`src/rtl/clock_pkg.sv`:
```
// Shared encodings and defaults for the clock set sequencer.
// Holds status codes, digit masks, timing defaults and helpers.
package clock_pkg;

    typedef enum logic [2:0] {
        SHOW_TIME  = 3'd0,
        SET_HOUR   = 3'd1,
        SET_MINUTE = 3'd2,
        SET_MONTH  = 3'd3,
        SET_DAY    = 3'd4
    } status_e;

    localparam logic [3:0] MASK_ALL = 4'b1111;
    localparam logic [3:0] MASK_HI  = 4'b1100;
    localparam logic [3:0] MASK_LO  = 4'b0011;

    localparam int REPEAT_DELAY_DEF  = 50;
    localparam int REPEAT_RATE_DEF   = 10;
    localparam int TIMEOUT_TICKS_DEF = 1000;
    localparam int BLINK_HALF_DEF    = 25;

    function automatic status_e next_status(input status_e s);
        unique case (s)
            SHOW_TIME:  return SET_HOUR;
            SET_HOUR:   return SET_MINUTE;
            SET_MINUTE: return SET_MONTH;
            SET_MONTH:  return SET_DAY;
            default:    return SHOW_TIME;
        endcase
    endfunction

    function automatic logic [3:0] digit_mask(input status_e s);
        unique case (s)
            SET_HOUR,   SET_MONTH: return MASK_HI;
            SET_MINUTE, SET_DAY:   return MASK_LO;
            default:               return MASK_ALL;
        endcase
    endfunction

endpackage

```
`src/rtl/key_repeat.sv`:
```
// Edge detect plus hold-to-repeat strobes for one active-low key.
// Ports: key_n/tick in, clear aborts; press, held, press_q, rep out.
module key_repeat #(
    parameter int REPEAT_DELAY = 50,
    parameter int REPEAT_RATE  = 10
) (
    input  logic clock,
    input  logic reset,
    input  logic tick,
    input  logic key_n,
    input  logic clear,
    output logic press,
    output logic held,
    output logic press_q,
    output logic rep
);

    localparam int HW = $clog2(REPEAT_DELAY + 1);
    localparam int RW = $clog2(REPEAT_RATE + 1);
    localparam logic [HW-1:0] DLY    = HW'(REPEAT_DELAY);
    localparam logic [HW-1:0] DLY_M1 = HW'(REPEAT_DELAY - 1);
    localparam logic [RW-1:0] RATE_M1 = RW'(REPEAT_RATE - 1);

    logic          key_q, key_d;
    logic          prev_q, prev_d;
    logic          act_q, act_d;
    logic          press_d;
    logic [HW-1:0] hold_q, hold_d;
    logic [RW-1:0] rate_q, rate_d;

    always_comb begin
        key_d   = key_n;
        prev_d  = key_q;
        press   = prev_q & ~key_q;
        held    = ~key_q;
        press_d = press & ~clear;
        act_d   = act_q;
        hold_d  = hold_q;
        rate_d  = rate_q;
        rep     = 1'b0;
        if (clear || !held) begin
            act_d  = 1'b0;
            hold_d = '0;
            rate_d = '0;
        end else if (press) begin
            act_d  = 1'b1;
            hold_d = '0;
            rate_d = '0;
        end else if (act_q && tick) begin
            if (hold_q != DLY) begin
                hold_d = hold_q + 1'b1;
                rep    = (hold_q == DLY_M1);
            end else if (rate_q == RATE_M1) begin
                rate_d = '0;
                rep    = 1'b1;
            end else begin
                rate_d = rate_q + 1'b1;
            end
        end
    end

    // Key flops reset to "pressed" so a key held through reset,
    // or released just after it, never looks like a fresh press.
    always_ff @(posedge clock or negedge reset) begin
        if (!reset) begin
            key_q   <= 1'b0;
            prev_q  <= 1'b0;
            act_q   <= 1'b0;
            press_q <= 1'b0;
            hold_q  <= '0;
            rate_q  <= '0;
        end else begin
            key_q   <= key_d;
            prev_q  <= prev_d;
            act_q   <= act_d;
            press_q <= press_d;
            hold_q  <= hold_d;
            rate_q  <= rate_d;
        end
    end

endmodule

```
`src/rtl/clock_set_ctrl.sv`:
```
// Mode/set sequencer: display mode FSM, increment pulses, sec gating.
// Ports: keys and tick in; status, inc_*, sec_run, show_date, digit_en out.
module clock_set_ctrl
    import clock_pkg::*;
#(
    parameter int REPEAT_DELAY  = REPEAT_DELAY_DEF,
    parameter int REPEAT_RATE   = REPEAT_RATE_DEF,
    parameter int TIMEOUT_TICKS = TIMEOUT_TICKS_DEF,
    parameter int BLINK_HALF    = BLINK_HALF_DEF
) (
    input  logic       clock,
    input  logic       reset,
    input  logic       tick_10ms,
    input  logic       key_mode_n,
    input  logic       key_add_n,
    output logic [2:0] status,
    output logic       inc_minute,
    output logic       inc_hour,
    output logic       inc_day,
    output logic       inc_month,
    output logic       sec_run,
    output logic       show_date,
    output logic [3:0] digit_en
);

    localparam int TW = $clog2(TIMEOUT_TICKS + 1);
    localparam int BW = $clog2(BLINK_HALF + 1);
    localparam logic [TW-1:0] TMO   = TW'(TIMEOUT_TICKS);
    localparam logic [BW-1:0] BH_M1 = BW'(BLINK_HALF - 1);

    logic          mkey_q, mkey_d;
    logic          mprev_q, mprev_d;
    logic          mode_press;
    logic          add_press, add_held, add_first, add_rep;
    status_e       state_q, state_d;
    logic [TW-1:0] tmo_q, tmo_d;
    logic [BW-1:0] blink_q, blink_d;
    logic          phase_q, phase_d;
    logic [3:0]    inc_q, inc_d;
    logic          sec_run_q, sec_run_d;
    logic          show_date_q, show_date_d;
    logic [3:0]    digit_en_q, digit_en_d;
    logic          in_set, changed, fire;

    key_repeat #(
        .REPEAT_DELAY(REPEAT_DELAY),
        .REPEAT_RATE (REPEAT_RATE)
    ) u_add (
        .clock  (clock),
        .reset  (reset),
        .tick   (tick_10ms),
        .key_n  (key_add_n),
        .clear  (mode_press),
        .press  (add_press),
        .held   (add_held),
        .press_q(add_first),
        .rep    (add_rep)
    );

    always_comb begin
        mkey_d     = key_mode_n;
        mprev_d    = mkey_q;
        mode_press = mprev_q & ~mkey_q;
        in_set     = (state_q != SHOW_TIME);

        state_d = state_q;
        if (mode_press)
            state_d = next_status(state_q);
        else if (in_set && tmo_q == TMO)
            state_d = SHOW_TIME;
        changed = (state_d != state_q);

        tmo_d = tmo_q;
        if (changed || mode_press || add_press)
            tmo_d = '0;
        else if (in_set && tick_10ms && tmo_q != TMO)
            tmo_d = tmo_q + 1'b1;

        // No increment lands in a state that is being left.
        fire  = in_set & (add_first | add_rep) & ~changed;
        inc_d = 4'b0000;
        if (fire) begin
            unique case (state_q)
                SET_MINUTE: inc_d = 4'b0001;
                SET_HOUR:   inc_d = 4'b0010;
                SET_DAY:    inc_d = 4'b0100;
                SET_MONTH:  inc_d = 4'b1000;
                default:    inc_d = 4'b0000;
            endcase
        end

        sec_run_d = sec_run_q;
        if (changed && state_d == SHOW_TIME)
            sec_run_d = 1'b1;
        else if (fire)
            sec_run_d = 1'b0;

        show_date_d = show_date_q;
        if (state_d != SHOW_TIME)
            show_date_d = 1'b0;
        else if (!in_set && add_first)
            show_date_d = ~show_date_q;

        blink_d = blink_q;
        phase_d = phase_q;
        if (changed || add_held) begin
            blink_d = '0;
            phase_d = 1'b1;
        end else if (tick_10ms) begin
            if (blink_q == BH_M1) begin
                blink_d = '0;
                phase_d = ~phase_q;
            end else begin
                blink_d = blink_q + 1'b1;
            end
        end

        digit_en_d = digit_mask(state_d);
        if (state_d != SHOW_TIME)
            digit_en_d = digit_en_d & {4{phase_d}};
    end

    always_ff @(posedge clock or negedge reset) begin
        if (!reset) begin
            mkey_q      <= 1'b0;
            mprev_q     <= 1'b0;
            state_q     <= SHOW_TIME;
            tmo_q       <= '0;
            blink_q     <= '0;
            phase_q     <= 1'b1;
            inc_q       <= 4'b0000;
            sec_run_q   <= 1'b1;
            show_date_q <= 1'b0;
            digit_en_q  <= MASK_ALL;
        end else begin
            mkey_q      <= mkey_d;
            mprev_q     <= mprev_d;
            state_q     <= state_d;
            tmo_q       <= tmo_d;
            blink_q     <= blink_d;
            phase_q     <= phase_d;
            inc_q       <= inc_d;
            sec_run_q   <= sec_run_d;
            show_date_q <= show_date_d;
            digit_en_q  <= digit_en_d;
        end
    end

    assign status     = state_q;
    assign inc_minute = inc_q[0];
    assign inc_hour   = inc_q[1];
    assign inc_day    = inc_q[2];
    assign inc_month  = inc_q[3];
    assign sec_run    = sec_run_q;
    assign show_date  = show_date_q;
    assign digit_en   = digit_en_q;

endmodule

```
`config.mk`:
```
export PLATFORM = sky130hd
export DESIGN_NAME = clock_set_ctrl
export DESIGN_NICKNAME = d
export VERILOG_FILES = /design/src/rtl/clock_pkg.sv /design/src/rtl/key_repeat.sv /design/src/rtl/clock_set_ctrl.sv
export SDC_FILE = /design/constraint.sdc
export NUM_CORES = 1
export LEC_CHECK = 0
export ABC_AREA = 1
export CAP_MARGIN = 40
export CORE_MARGIN = 1.5
export CORE_UTILIZATION = 45
export DETAILED_ROUTE_END_ITERATION = 8
export MAX_ROUTING_LAYER = met4
export PLACE_DENSITY = 0.71
export SLEW_MARGIN = 20
export SYNTH_ARGS = -nofsm -noshare
export SYNTH_HDL_FRONTEND = slang
export SYNTH_SLANG_ARGS = --single-unit
```
`constraint.sdc`:
```
create_clock -name clock -period 2 [get_ports clock]
set_input_delay 0.2 -clock clock [delete_from_list [all_inputs] [get_ports clock]]
set_output_delay 0.2 -clock clock [all_outputs]
set_load 0.1 [all_outputs]
```
==> results.py <==
metrics = {
    "placement": {
        "gp_congestion": 0.7926,
        "dp_hpwl_um": 2995,
        "io_buffers": 17,
        "place_ws_ns": 0.2775,
    },
    "clock_network": {
        "htree_levels": 2,
        "clkSinkCount": 43,
        "postCtsSetupBuffers": 0,
        "hold_buffers": 1,
        "cts_root_buffer": "clkbuf_8",
        "post_cts_resized": 0,
        "tritoncts": "built",
        "insertion_delay_ns": 0.29,
        "cts_buffers": 5,
        "cts.clk_slew.worst_paths_ns": 0.08,
        "cts_max_path_buffers": 2,
    },
    "pwr": {
        "pwr-share-seq_pct": 36.6,
        "powerDensity_nw_per_um2": 1119,
        "switching_power_mw": 1.337,
        "clkPwrFrac_pct": 20.5,
        "combPwrFrac_pct": 42.9,
        "p_leak_nw": 1.232,
        "vdd_ir_drop_max_uv": 768.6,
        "switching_share_pct": 46.24,
        "internal_power_mw": 1.555,
    },
    "synth": {
        "ys.flop_type": "dfrtp_1",
        "async_flop_share_pct": 100.0,
        "synth-compound-area-share_pct": 6.174,
        "synth-edff-count": 0,
        "syn_nets": 290,
        "ys_types": 28,
        "synthMuxAreaShare_pct": 0,
        "syn-cell-area_um2": 2250,
        "synth-xor-area-share_pct": 3.115,
        "ys_warn_count": 0,
        "synth_simple_gate_area_share_pct": 29.98,
        "syn_area_per_cell_um2": 8.151,
        "ys_ff_latch": 43,
        "synth_top_family_by_area": "simple AND/OR/NAND/NOR gates",
        "seq_area_frac_synth_pct": 48.05,
        "synth_fa_ha_area_share_pct": 5.006,
        "syn_inst": 276,
    },
    "global_route": {
        "grt_overflow_total": 0,
        "grt_pass1_wl_um": 7438,
        "grtUsageTotal_pct": 18.58,
        "first_global_vias": 1706,
        "antenna_found_initial": 0,
        "grt_max_degree": 44,
    },
    "worst_setup_path": {
        "arrival_ns": 1.95,
        "r2r-end": "inc_q[3]",
        "cpPeakStageDelay_ns": 0.38,
        "worst-path-max-fanout": 6,
        "critPathMostFrequentCell": "nand2_1",
        "r2r_start": "tmo_q[0]",
        "endpoint_kind": "register",
        "rr_worst_depth": 11,
        "cp-start-kind": "register",
        "ff2ff_setup_slack_ns": 0.27,
        "slowest_stage": "dfrtp_1",
        "crit_path_end": "inc_q[3]",
        "path_class": "reg -> reg",
        "critical_path.cell_chain": "inv_1 -> ha_1 -> nand2_1 -> nor2_1 -> nand3_1 -> nand2_1 -> nand2_1 -> nand2_1 -> nor2_4 -> nand3_1 -> nor3_2",
        "startpoint": "tmo_q[0]",
        "required_ns": 2.21,
    },
    "finish": {
        "areaGrowthSynthToFinish_pct": 14.85,
        "num_antenna_cells": 0,
        "drive_gt1_share_pct": 14.19,
        "nets": 316,
    },
    "run": {
        "max_cap_violations": 0,
    },
    "timing": {
        "finalHoldViolCount": 0,
        "fmax_mhz": 576.6,
        "min_period_ns": 1.734,
        "holdWs_ns": 0.3390,
        "clock_skew_ns": 0.003527,
        "rsz0062_at_grt": "false",
        "min_period_over_period_pct": 86.71,
        "worst_slack_ns": 0.2658,
        "setup_viol": 0,
        "finalMaxSlewViolations": 0,
        "setup_tns_ns": 0,
        "relSlewSlack_pct": 65.30,
        "max_slew.worst_pin.slew_ns": 0.5205,
    },
    "worst_hold_path": {
        "hold_path.class": "in -> reg",
    },
    "die": {
        "die-area_um2": 5432,
        "rows": 25,
        "fp.coreArea_um2": 4755,
        "io_pins": 18,
        "initial_core_util_pct": 47.32,
        "chipHeight_um": 73.71,
        "die_x_um": 73.71,
    },
    "routing": {
        "wirelength_um": 4091,
        "vias": 1743,
        "drc": 0,
        "ant_nets": 0,
        "wl_per_cell_um": 11.06,
        "drtIter0Drc": 135,
        "dr.pass1.iters": 4,
        "vias_per_cell": 4.711,
    },
    "run_status": {
        "run_status": "complete, no violations",
    },
}
-- metal layers --
metal | up-vias | wire [um] | global-route usage, %
li1 | 929 | - | -
met5 | - | 0 | -
met4 | 0 | 80 | 8.848
met3 | 7 | 124 | 4.252
met1 | 781 | 2073 | 23.62
met2 | 26 | 1812 | 27.93
-- flip-flops by register name, indices dropped and copies added, names as in the netlist, 2 cells and up --
signal        flops
tmo_q            10
u_add.hold_q      6
blink_q           5
inc_q             4
u_add.rate_q      4
status            3
digit_en          2
-- layout by cell type, fill, tap and decap left out, drive strengths merged, types with 9 or more instances in the layout --
master  instances
buf            17
nand4          12
a21oi          11
inv            42
ha              9
nand2          64
dfrtp          39
nor2           43
nand3          23
o21ai          10
-- power by group through the flow --
| stage | combinational [mW] | clock (mW) | sequential, mW |
|---|---|---|---|
| after floorplan | 0.587 | 0 | 1.50 |
| final | 1.24 | 0.593 | 1.06 |
| after global placement | 1.23 | 0 | 1.07 |
| after detailed placement | 1.24 | 0 | 1.07 |
| after CTS | 1.25 | 0.616 | 1.06 |
| after global routing | 1.33 | 0.656 | 1.07 |
-- through the flow --
step                      area [um2]  utilization, %  std cells  power (mW)
after floorplan                 2250               -        276       2.091
after global placement          2474           52.03        361       2.307
after detailed placement        2474           52.03        361       2.318
after CTS                       2584           54.34        370       2.924
after global routing            2584           54.34        370       3.060
final                           2584           54.34        370       2.892
-- cell usage after synthesis (2+ instances only) --
| library cell | count | area share (%) |
|---|---|---|
| xor2_1 | 6 | 2.3 |
| ha_1 | 9 | 5.0 |
| dfrtp_1 | 39 | 43 |
| xnor2_1 | 2 | 0.78 |
| nand4_1 | 11 | 3.1 |
| nand2_2 | 2 | 0.56 |
| dfstp_2 | 4 | 4.7 |
| buf_4 | 2 | 0.67 |
| nand2_1 | 62 | 10 |
| inv_1 | 39 | 6.5 |
| o21ai_0 | 10 | 2.2 |
| nor2_1 | 38 | 6.3 |
| nor2_2 | 3 | 0.83 |
| nand3_1 | 21 | 4.7 |
| a21oi_1 | 10 | 2.2 |
| inv_2 | 3 | 0.50 |
| nor3_1 | 3 | 0.67 |
| nor2_4 | 2 | 1.0 |
-- worst max-delay path, delay by kind of cell (launching register included) --
family	cells	cell delay (ns)
and+or+nand+nor	9	1.00
DFF	1	0.38
buffers and inverters	1	0.08
adders and majority gates	1	0.21
-- cell type report --
| cell class | count | area, um2 |
|---|---|---|
| Tap cell | 67 | 83.83 |
| Multi-Input combinational cell | 189 | 996.0 |
| Clock buffer | 8 | 100.1 |
| Timing Repair Buffer | 21 | 165.2 |
| Sequential cell | 43 | 1081 |
| Inverter | 42 | 157.7 |
| Fill cell | 453 | 2171 |
-- cells by family (layout without fill, tap and decap cells) --
| family | count (synthesis) | in the layout |
|---|---|---|
| AOI/OAI and AO/OA | 25 | 25 |
| buffers and inverters | 44 | 71 |
| and+or+nand+nor | 147 | 147 |
| adders and majority gates | 9 | 9 |
| xor gates and xnor gates | 8 | 8 |
| DFF | 43 | 43 |
-- worst min path at each step --
| stage | slack (ns) | end | start | depth (start not counted) |
|---|---|---|---|---|
| after floorplan | -0.1 | blink_q[0] | reset | 0 |
| after global placement | 0.30 | tmo_q[5] | reset | 2 |
| after detailed placement | 0.30 | tmo_q[3] | reset | 2 |
| after CTS | 0.33 | mkey_q | key_mode_n | 1 |
| after global routing | 0.34 | mkey_q | key_mode_n | 1 |
| final | 0.34 | mkey_q | key_mode_n | 1 |
(Power assumes the default switching activity.)
